## config.mk

```make
export PLATFORM = sky130hd
export DESIGN_NAME = ahb_arbiter_flat
export DESIGN_NICKNAME = d
export VERILOG_FILES = /design/src/rtl/ahb_arbiter_if.sv /design/src/rtl/ahb_arbiter.sv /design/src/flat_wrapper.sv
export SDC_FILE = /design/constraint.sdc
export NUM_CORES = 1
export LEC_CHECK = 0
export CAP_MARGIN = 20
export CELL_PAD_IN_SITES_DETAIL_PLACEMENT = 1
export CELL_PAD_IN_SITES_GLOBAL_PLACEMENT = 1
export CORE_ASPECT_RATIO = 1.5
export CORE_MARGIN = 4
export CORE_UTILIZATION = 45
export DETAILED_ROUTE_END_ITERATION = 8
export DONT_BUFFER_PORTS = 1
export PLACE_DENSITY_LB_ADDON = 0.08
export SYNTH_ARGS = -nofsm -noshare
export SYNTH_HDL_FRONTEND = slang
export SYNTH_SLANG_ARGS = --single-unit
```

## constraint.sdc

```tcl
create_clock -name hclk_i -period 2.47 [get_ports hclk_i]
set_input_delay 0.6175 -clock hclk_i [delete_from_list [all_inputs] [get_ports hclk_i]]
set_output_delay 0.6175 -clock hclk_i [all_outputs]
set_load 0.02 [all_outputs]
```

## src/rtl/ahb_arbiter_if.sv

```systemverilog
// Bundle of the arbiter's request/burst-tracking inputs and grant outputs.
// The slave modport is the arbiter's view; the master modport is the bus side.
interface ahb_arbiter_if #(
  parameter int NUM_MASTERS = 4,
  parameter int MW          = $clog2(NUM_MASTERS)
);
  logic [NUM_MASTERS-1:0] hbusreq;
  logic [NUM_MASTERS-1:0] hlock;
  logic [1:0]             htrans;
  logic [2:0]             hburst;
  logic                   hready;
  logic [1:0]             hresp;
  logic [NUM_MASTERS-1:0] hgrant;
  logic [MW-1:0]          hmaster;
  logic                   hmastlock;

  modport slave (
    input  hbusreq, hlock, htrans, hburst, hready, hresp,
    output hgrant, hmaster, hmastlock
  );

  modport master (
    output hbusreq, hlock, htrans, hburst, hready, hresp,
    input  hgrant, hmaster, hmastlock
  );
endinterface

```

## src/rtl/ahb_arbiter.sv

```systemverilog
// Round-robin AHB arbiter with burst-boundary and locked-transfer protection;
// the bus parks on DEFAULT_MASTER when nobody requests.
module ahb_arbiter #(
  parameter int NUM_MASTERS    = 4,
  parameter int DEFAULT_MASTER = 0,
  parameter int MW             = $clog2(NUM_MASTERS)
) (
  input logic          hclk_i,
  input logic          hreset_i,
  ahb_arbiter_if.slave bus_if
);

  localparam logic [1:0] TRANS_IDLE   = 2'b00;
  localparam logic [1:0] TRANS_NONSEQ = 2'b10;
  localparam logic [1:0] TRANS_SEQ    = 2'b11;
  localparam logic [2:0] BURST_SINGLE = 3'b000;
  localparam logic [1:0] RESP_OKAY    = 2'b00;
  localparam logic [MW-1:0] DEF_IDX   = MW'(DEFAULT_MASTER);

  logic [NUM_MASTERS-1:0] hgrant_q, hgrant_d;
  logic [MW-1:0]          gidx_q, gidx_d;
  logic [MW-1:0]          hmaster_q, hmaster_d;
  logic                   hmastlock_q, hmastlock_d;
  logic [MW-1:0]          ptr_q, ptr_d;
  logic [4:0]             cnt_q, cnt_d;

  logic                   rearb_s;
  logic [MW:0]            pick_s;
  logic                   fixed_s;
  logic                   pending_s;
  logic                   err_first_s;

  function automatic logic [4:0] burst_last(input logic [2:0] hburst);
    logic [4:0] res;
    case (hburst[2:1])
      2'b01:   res = 5'd3;
      2'b10:   res = 5'd7;
      2'b11:   res = 5'd15;
      default: res = 5'd0;
    endcase
    return res;
  endfunction

  // Returns {found, index} of the first requester after ptr, wrapping.
  function automatic logic [MW:0] rr_pick(input logic [NUM_MASTERS-1:0] req,
                                          input logic [MW-1:0] ptr);
    logic [MW:0] res;
    int          idx;
    res = {(MW+1){1'b0}};
    for (int k = 1; k <= NUM_MASTERS; k++) begin
      idx = (int'(ptr) + k) % NUM_MASTERS;
      if (!res[MW] && req[idx]) begin
        res = {1'b1, MW'(idx)};
      end else begin
        res = res;
      end
    end
    return res;
  endfunction

  function automatic logic [NUM_MASTERS-1:0] onehot(input logic [MW-1:0] idx);
    logic [NUM_MASTERS-1:0] res;
    res = {NUM_MASTERS{1'b0}};
    res[idx] = 1'b1;
    return res;
  endfunction

  // Beat counter: tracks remaining beats of a fixed-length burst.
  always_comb begin
    cnt_d = cnt_q;
    if (bus_if.hready) begin
      case (bus_if.htrans)
        TRANS_NONSEQ: cnt_d = burst_last(bus_if.hburst);
        TRANS_SEQ:    cnt_d = (cnt_q != 5'd0) ? (cnt_q - 5'd1) : cnt_q;
        default:      cnt_d = cnt_q;
      endcase
    end else if (bus_if.hresp != RESP_OKAY) begin
      cnt_d = 5'd0;
    end else begin
      cnt_d = cnt_q;
    end
  end

  // Re-arbitration decision. While a granted master has not yet taken the
  // address phase, HTRANS still belongs to the old owner and must not re-arbitrate.
  always_comb begin
    fixed_s     = (bus_if.hburst[2:1] != 2'b00);
    pending_s   = (gidx_q != hmaster_q);
    err_first_s = (bus_if.hresp != RESP_OKAY) && !bus_if.hready;
    rearb_s     = 1'b0;
    if (!pending_s && !bus_if.hlock[hmaster_q] && !hmastlock_q) begin
      rearb_s = (bus_if.htrans == TRANS_IDLE)
             || (!bus_if.hbusreq[hmaster_q] && (!fixed_s || (cnt_q == 5'd0)))
             || (fixed_s && (cnt_q == 5'd1) && (bus_if.htrans == TRANS_SEQ) && bus_if.hready)
             || ((bus_if.hburst == BURST_SINGLE) && (bus_if.htrans == TRANS_NONSEQ) && bus_if.hready)
             || err_first_s;
    end else begin
      rearb_s = 1'b0;
    end
  end

  // Winner selection and grant/owner next state.
  always_comb begin
    pick_s      = rr_pick(bus_if.hbusreq, ptr_q);
    gidx_d      = gidx_q;
    ptr_d       = ptr_q;
    if (rearb_s) begin
      if (pick_s[MW]) begin
        gidx_d = pick_s[MW-1:0];
        ptr_d  = pick_s[MW-1:0];
      end else begin
        gidx_d = DEF_IDX;
        ptr_d  = ptr_q;
      end
    end else begin
      gidx_d = gidx_q;
      ptr_d  = ptr_q;
    end
    hgrant_d = onehot(gidx_d);
    if (bus_if.hready) begin
      hmaster_d   = gidx_q;
      hmastlock_d = bus_if.hlock[gidx_q];
    end else begin
      hmaster_d   = hmaster_q;
      hmastlock_d = hmastlock_q;
    end
  end

  // State registers.
  always_ff @(posedge hclk_i or posedge hreset_i) begin
    if (hreset_i) begin
      hgrant_q    <= onehot(DEF_IDX);
      gidx_q      <= DEF_IDX;
      hmaster_q   <= DEF_IDX;
      hmastlock_q <= 1'b0;
      ptr_q       <= DEF_IDX;
      cnt_q       <= 5'd0;
    end else begin
      hgrant_q    <= hgrant_d;
      gidx_q      <= gidx_d;
      hmaster_q   <= hmaster_d;
      hmastlock_q <= hmastlock_d;
      ptr_q       <= ptr_d;
      cnt_q       <= cnt_d;
    end
  end

  assign bus_if.hgrant    = hgrant_q;
  assign bus_if.hmaster   = hmaster_q;
  assign bus_if.hmastlock = hmastlock_q;

endmodule

```

## src/flat_wrapper.sv

```systemverilog
// flat-port wrapper written by rule: the top's interface ports become plain ports
module ahb_arbiter_flat 
#(
  parameter int NUM_MASTERS    = 4,
  parameter int DEFAULT_MASTER = 0,
  parameter int MW             = $clog2(NUM_MASTERS)
)
  (hclk_i, hreset_i, bus_if_hbusreq, bus_if_hlock, bus_if_htrans, bus_if_hburst, bus_if_hready, bus_if_hresp, bus_if_hgrant, bus_if_hmaster, bus_if_hmastlock);
  ahb_arbiter_if #(.NUM_MASTERS(NUM_MASTERS), .MW(MW)) bus_if_i ();
  input logic hclk_i;
  input logic hreset_i;
  input wire logic [$bits(bus_if_i.hbusreq)-1:0] bus_if_hbusreq;
  input wire logic [$bits(bus_if_i.hlock)-1:0] bus_if_hlock;
  input wire logic [$bits(bus_if_i.htrans)-1:0] bus_if_htrans;
  input wire logic [$bits(bus_if_i.hburst)-1:0] bus_if_hburst;
  input wire logic [$bits(bus_if_i.hready)-1:0] bus_if_hready;
  input wire logic [$bits(bus_if_i.hresp)-1:0] bus_if_hresp;
  output wire logic [$bits(bus_if_i.hgrant)-1:0] bus_if_hgrant;
  output wire logic [$bits(bus_if_i.hmaster)-1:0] bus_if_hmaster;
  output wire logic [$bits(bus_if_i.hmastlock)-1:0] bus_if_hmastlock;
  assign bus_if_i.hbusreq = bus_if_hbusreq;
  assign bus_if_i.hlock = bus_if_hlock;
  assign bus_if_i.htrans = bus_if_htrans;
  assign bus_if_i.hburst = bus_if_hburst;
  assign bus_if_i.hready = bus_if_hready;
  assign bus_if_i.hresp = bus_if_hresp;
  assign bus_if_hgrant = bus_if_i.hgrant;
  assign bus_if_hmaster = bus_if_i.hmaster;
  assign bus_if_hmastlock = bus_if_i.hmastlock;
  ahb_arbiter #(.NUM_MASTERS(NUM_MASTERS), .DEFAULT_MASTER(DEFAULT_MASTER), .MW(MW)) u_core (.hclk_i(hclk_i), .hreset_i(hreset_i), .bus_if(bus_if_i));
endmodule
```

==> flow_metrics.tcl <==
set metrics [dict create \
    status "completed" \
    floorplan.die.width_um 48.4 \
    routabilityCongestion 0.769 \
    vias_per_cell 6.25 \
    tightestPinTransition_ns 0.613 \
    number_of_antenna_violations_at_the_first_check_in_global_routing 0 \
    clock_tree_from_tritoncts "built" \
    setup_total_negative_slack_ns 0 \
    clk_path_buf_depth 2 \
    cts_num_sinks 16 \
    chipHeight_um 68.6 \
    core-area_mm2 0.00229 \
    worst-path-max-fanout 8 \
    cts_repair_resize_count 0 \
    crit_type "flip-flop to flip-flop" \
    clock_skew_ns 0.000351 \
    final_cell_mix "dfrtp_1 (15), nand2_1 (11), nor2_1 (9), o21ai_0 (9), buf_4 (7)" \
    slew_viol_final 0 \
    worst_setup_path_end_kind "flip-flop" \
    clockRootBuffer "clkbuf_4" \
    fp.dieArea_mm2 0.00332 \
    post_synth.cell_area_avg_um2 9.49 \
    rows 21 \
    antennaDiodeCount 0 \
    power_density_mw_per_mm2 1010 \
    ios 25 \
    timing.critical_path.arrival_ns 2.45 \
    area_growth_syn_to_layout_pct 7.95 \
    holdCritPathClass "primary input to async pin" \
    half_perimeter_wire_length_after_placement_mm 2.21 \
    clk_pin_slew_worst_paths_ns 0.09 \
    vdd_ir_drop_max_uv 469 \
    synth.top_cells.by_area "dfrtp_1 (34%), mux2_4 (5.5%), o21ai_0 (4.1%), mux4_2 (4.1%), nand2_1 (3.8%)" \
    grt_first_pass_wirelength_mm 4.46 \
    final_layout_net_count 144 \
    post_synth_mux_area_share 0.162 \
    cts-buffers-inserted 3 \
    post_route_cells_drive_above_1_share 0.213 \
    first_pass_iters 4 \
    synth.yosys.seq_area_share 0.365 \
    post-route-drc-count 0 \
    total_number_of_vias 906 \
    clock_tree.htree_level_count 1 \
    fin_hold_ws_ns 0.268 \
    finish_stage_setup_viols 0 \
    worst_ep_required_time_ns 2.65 \
    initial_standard_cell_utilization_of_the_core 0.482 \
    most_common_library_cell_in_the_layout_ignoring_fill_and_taps "dfrtp_1" \
    synth_compound_area_frac 0.161 \
    critPathLaunchType "flip-flop" \
    worstSkewPairLatency_ns 0.29 \
    ys_ff_latch 16 \
    synth_xor_xnor_area_share 0 \
    synthDistinctLibCells 37 \
    globalRoute.totalOverflow 0 \
    static-leakage-power_nw 0.541 \
    portBuffers 0 \
    final_core_util 0.520 \
    maximum_number_of_pins_on_one_net_before_global_route_repair 17 \
    rrSetupSlack_ns 0.20 \
    synth.yosys.warnings 0 \
    yosysTopAreaCellShare 0.341 \
    hold_viol_final 0 \
    grt_setup_unrepaired "false" \
    post_synth_and_or_nand_nor_area_fraction 0.225 \
    finalWirelength_mm 2.71 \
    cts_hold_repair.buffers 0 \
    yosys.area.top_type "dfrtp_1" \
    wire_per_inst_um 18.7 \
    global_route_usage_over_all_layers 0.173 \
    initialDrtViolationCount 13 \
    synthesis.area_mm2 0.00110 \
    cts_setup_buffers 0 \
    timing.max_cap.violations 0 \
    worst_slew_margin_rel 0.588 \
    dominant_combinational_cell_family_by_area_after_synthesis "simple AND/OR/NAND/NOR gates" \
    fmax_mhz 440 \
    syn-num-nets 137 \
    post-route-min-period_ns 2.27 \
    drtAntennaViolNets 0 \
    yosys.area_share.adder 0.0341 \
    netlist_instances 116 \
    fill_count 279 \
    post-route-period-util 0.919 \
    first_global_vias 1023 \
]
[cell families (layout without fill, tap and decap cells)]
group / count (synthesis) / after routing
adder cells (fa/ha/maj): 3 / 3
AO/OA/AOI/OAI: 27 / 27
flip-flops: 16 / 16
AND/OR/NAND/NOR: 46 / 46
buffers and inverters: 11 / 17
multiplexers: 13 / 13
[routing by layer]
layer  routed length [um]  vias to the layer above  GRT usage
li1                     -                      430          -
met1                  937                      452      0.139
met2                 1610                       17      0.381
met3                   86                        7     0.0258
met4                   68                        0     0.0900
met5                    0                        -          0
[Yosys cell counts (all sizes together)]
| cell | count |
|---|---|
| or3 | 4 |
| o221ai | 1 |
| or4 | 1 |
| dfrtp | 15 |
| clkbuf | 2 |
| nor3 | 2 |
| or4b | 1 |
| o21ai | 9 |
| dfstp | 1 |
| a211oi | 2 |
| or2 | 2 |
| a31oi | 1 |
| a311oi | 1 |
| nand3 | 4 |
| buf | 3 |
| inv | 6 |
| mux4 | 2 |
| mux2 | 7 |
| nand2b | 4 |
| a32o | 1 |
| o22a | 1 |
| nor2b | 3 |
| o211ai | 1 |
| nand3b | 2 |
| a21oi | 6 |
| mux2i | 4 |
| nor4b | 1 |
| a21boi | 2 |
| and3b | 1 |
| nor3b | 1 |
| nor2 | 9 |
| nand2 | 11 |
| o21bai | 1 |
| ha | 3 |
| o2111ai | 1 |
[registers in the layout (all words and copies together), names as in the netlist]
register                 flops
u_core.cnt_q                 5
u_core.bus_if.hmaster        2
u_core.bus_if.hgrant         4
u_core.bus_if.hmastlock      1
u_core.ptr_q                 2
u_core.gidx_q                2
[path summary, 6_finish.rpt]
check                                startpoint                        to  cells past startpoint
worst min-delay path                   hreset_i   u_core.bus_if.hgrant[1]                      1
worst min register to register  u_core.cnt_q[1]           u_core.cnt_q[1]                      2
worst max register to register  u_core.cnt_q[1]          u_core.gidx_q[1]                      7
max in group asynchronous              hreset_i  u_core.bus_if.hmaster[1]                      1
min in group hclk_i               bus_if_hready           u_core.cnt_q[0]                      2
worst max-delay path            u_core.cnt_q[1]          u_core.gidx_q[1]                      7
[worst max-delay path, stage by stage (launching register included)]
cell	delay [ns]
dfrtp_1	0.42
inv_1	0.11
ha_1	0.17
or4b_1	0.44
a21oi_1	0.14
a311oi_1	0.09
or3_4	0.48
mux2_4	0.32
[power by group]
part           leakage (nW)  total (mW)  switching [mW]  internal [mW]
Combinational         0.321       0.489           0.223          0.267
Sequential            0.200       0.543           0.176          0.367
Clock                0.0210       0.173          0.0832         0.0898
Total                 0.541        1.21           0.482          0.724
[final cells by class]
type | instances | area [um2] | area share
timing repair buffer | 7 | 52.6 | 0.0442
clock buffer | 4 | 36.3 | 0.0305
sequential | 16 | 402 | 0.338
tap | 23 | 28.8 | 0.0242
multi-input combinational | 89 | 647 | 0.544
inverter | 6 | 22.5 | 0.0189
[stage by stage]
stage	setup WS (ns)	cell area, um2	total power, mW	cells
floorplan	0.0697	1100	0.891	116
global placement	0.0487	1150	1.01	141
detailed placement	0.0226	1150	1.04	141
CTS	0.0703	1180	1.21	145
global route	0.123	1190	1.29	145
finish	0.199	1190	1.21	145
Power figures use the tool's default switching activity.
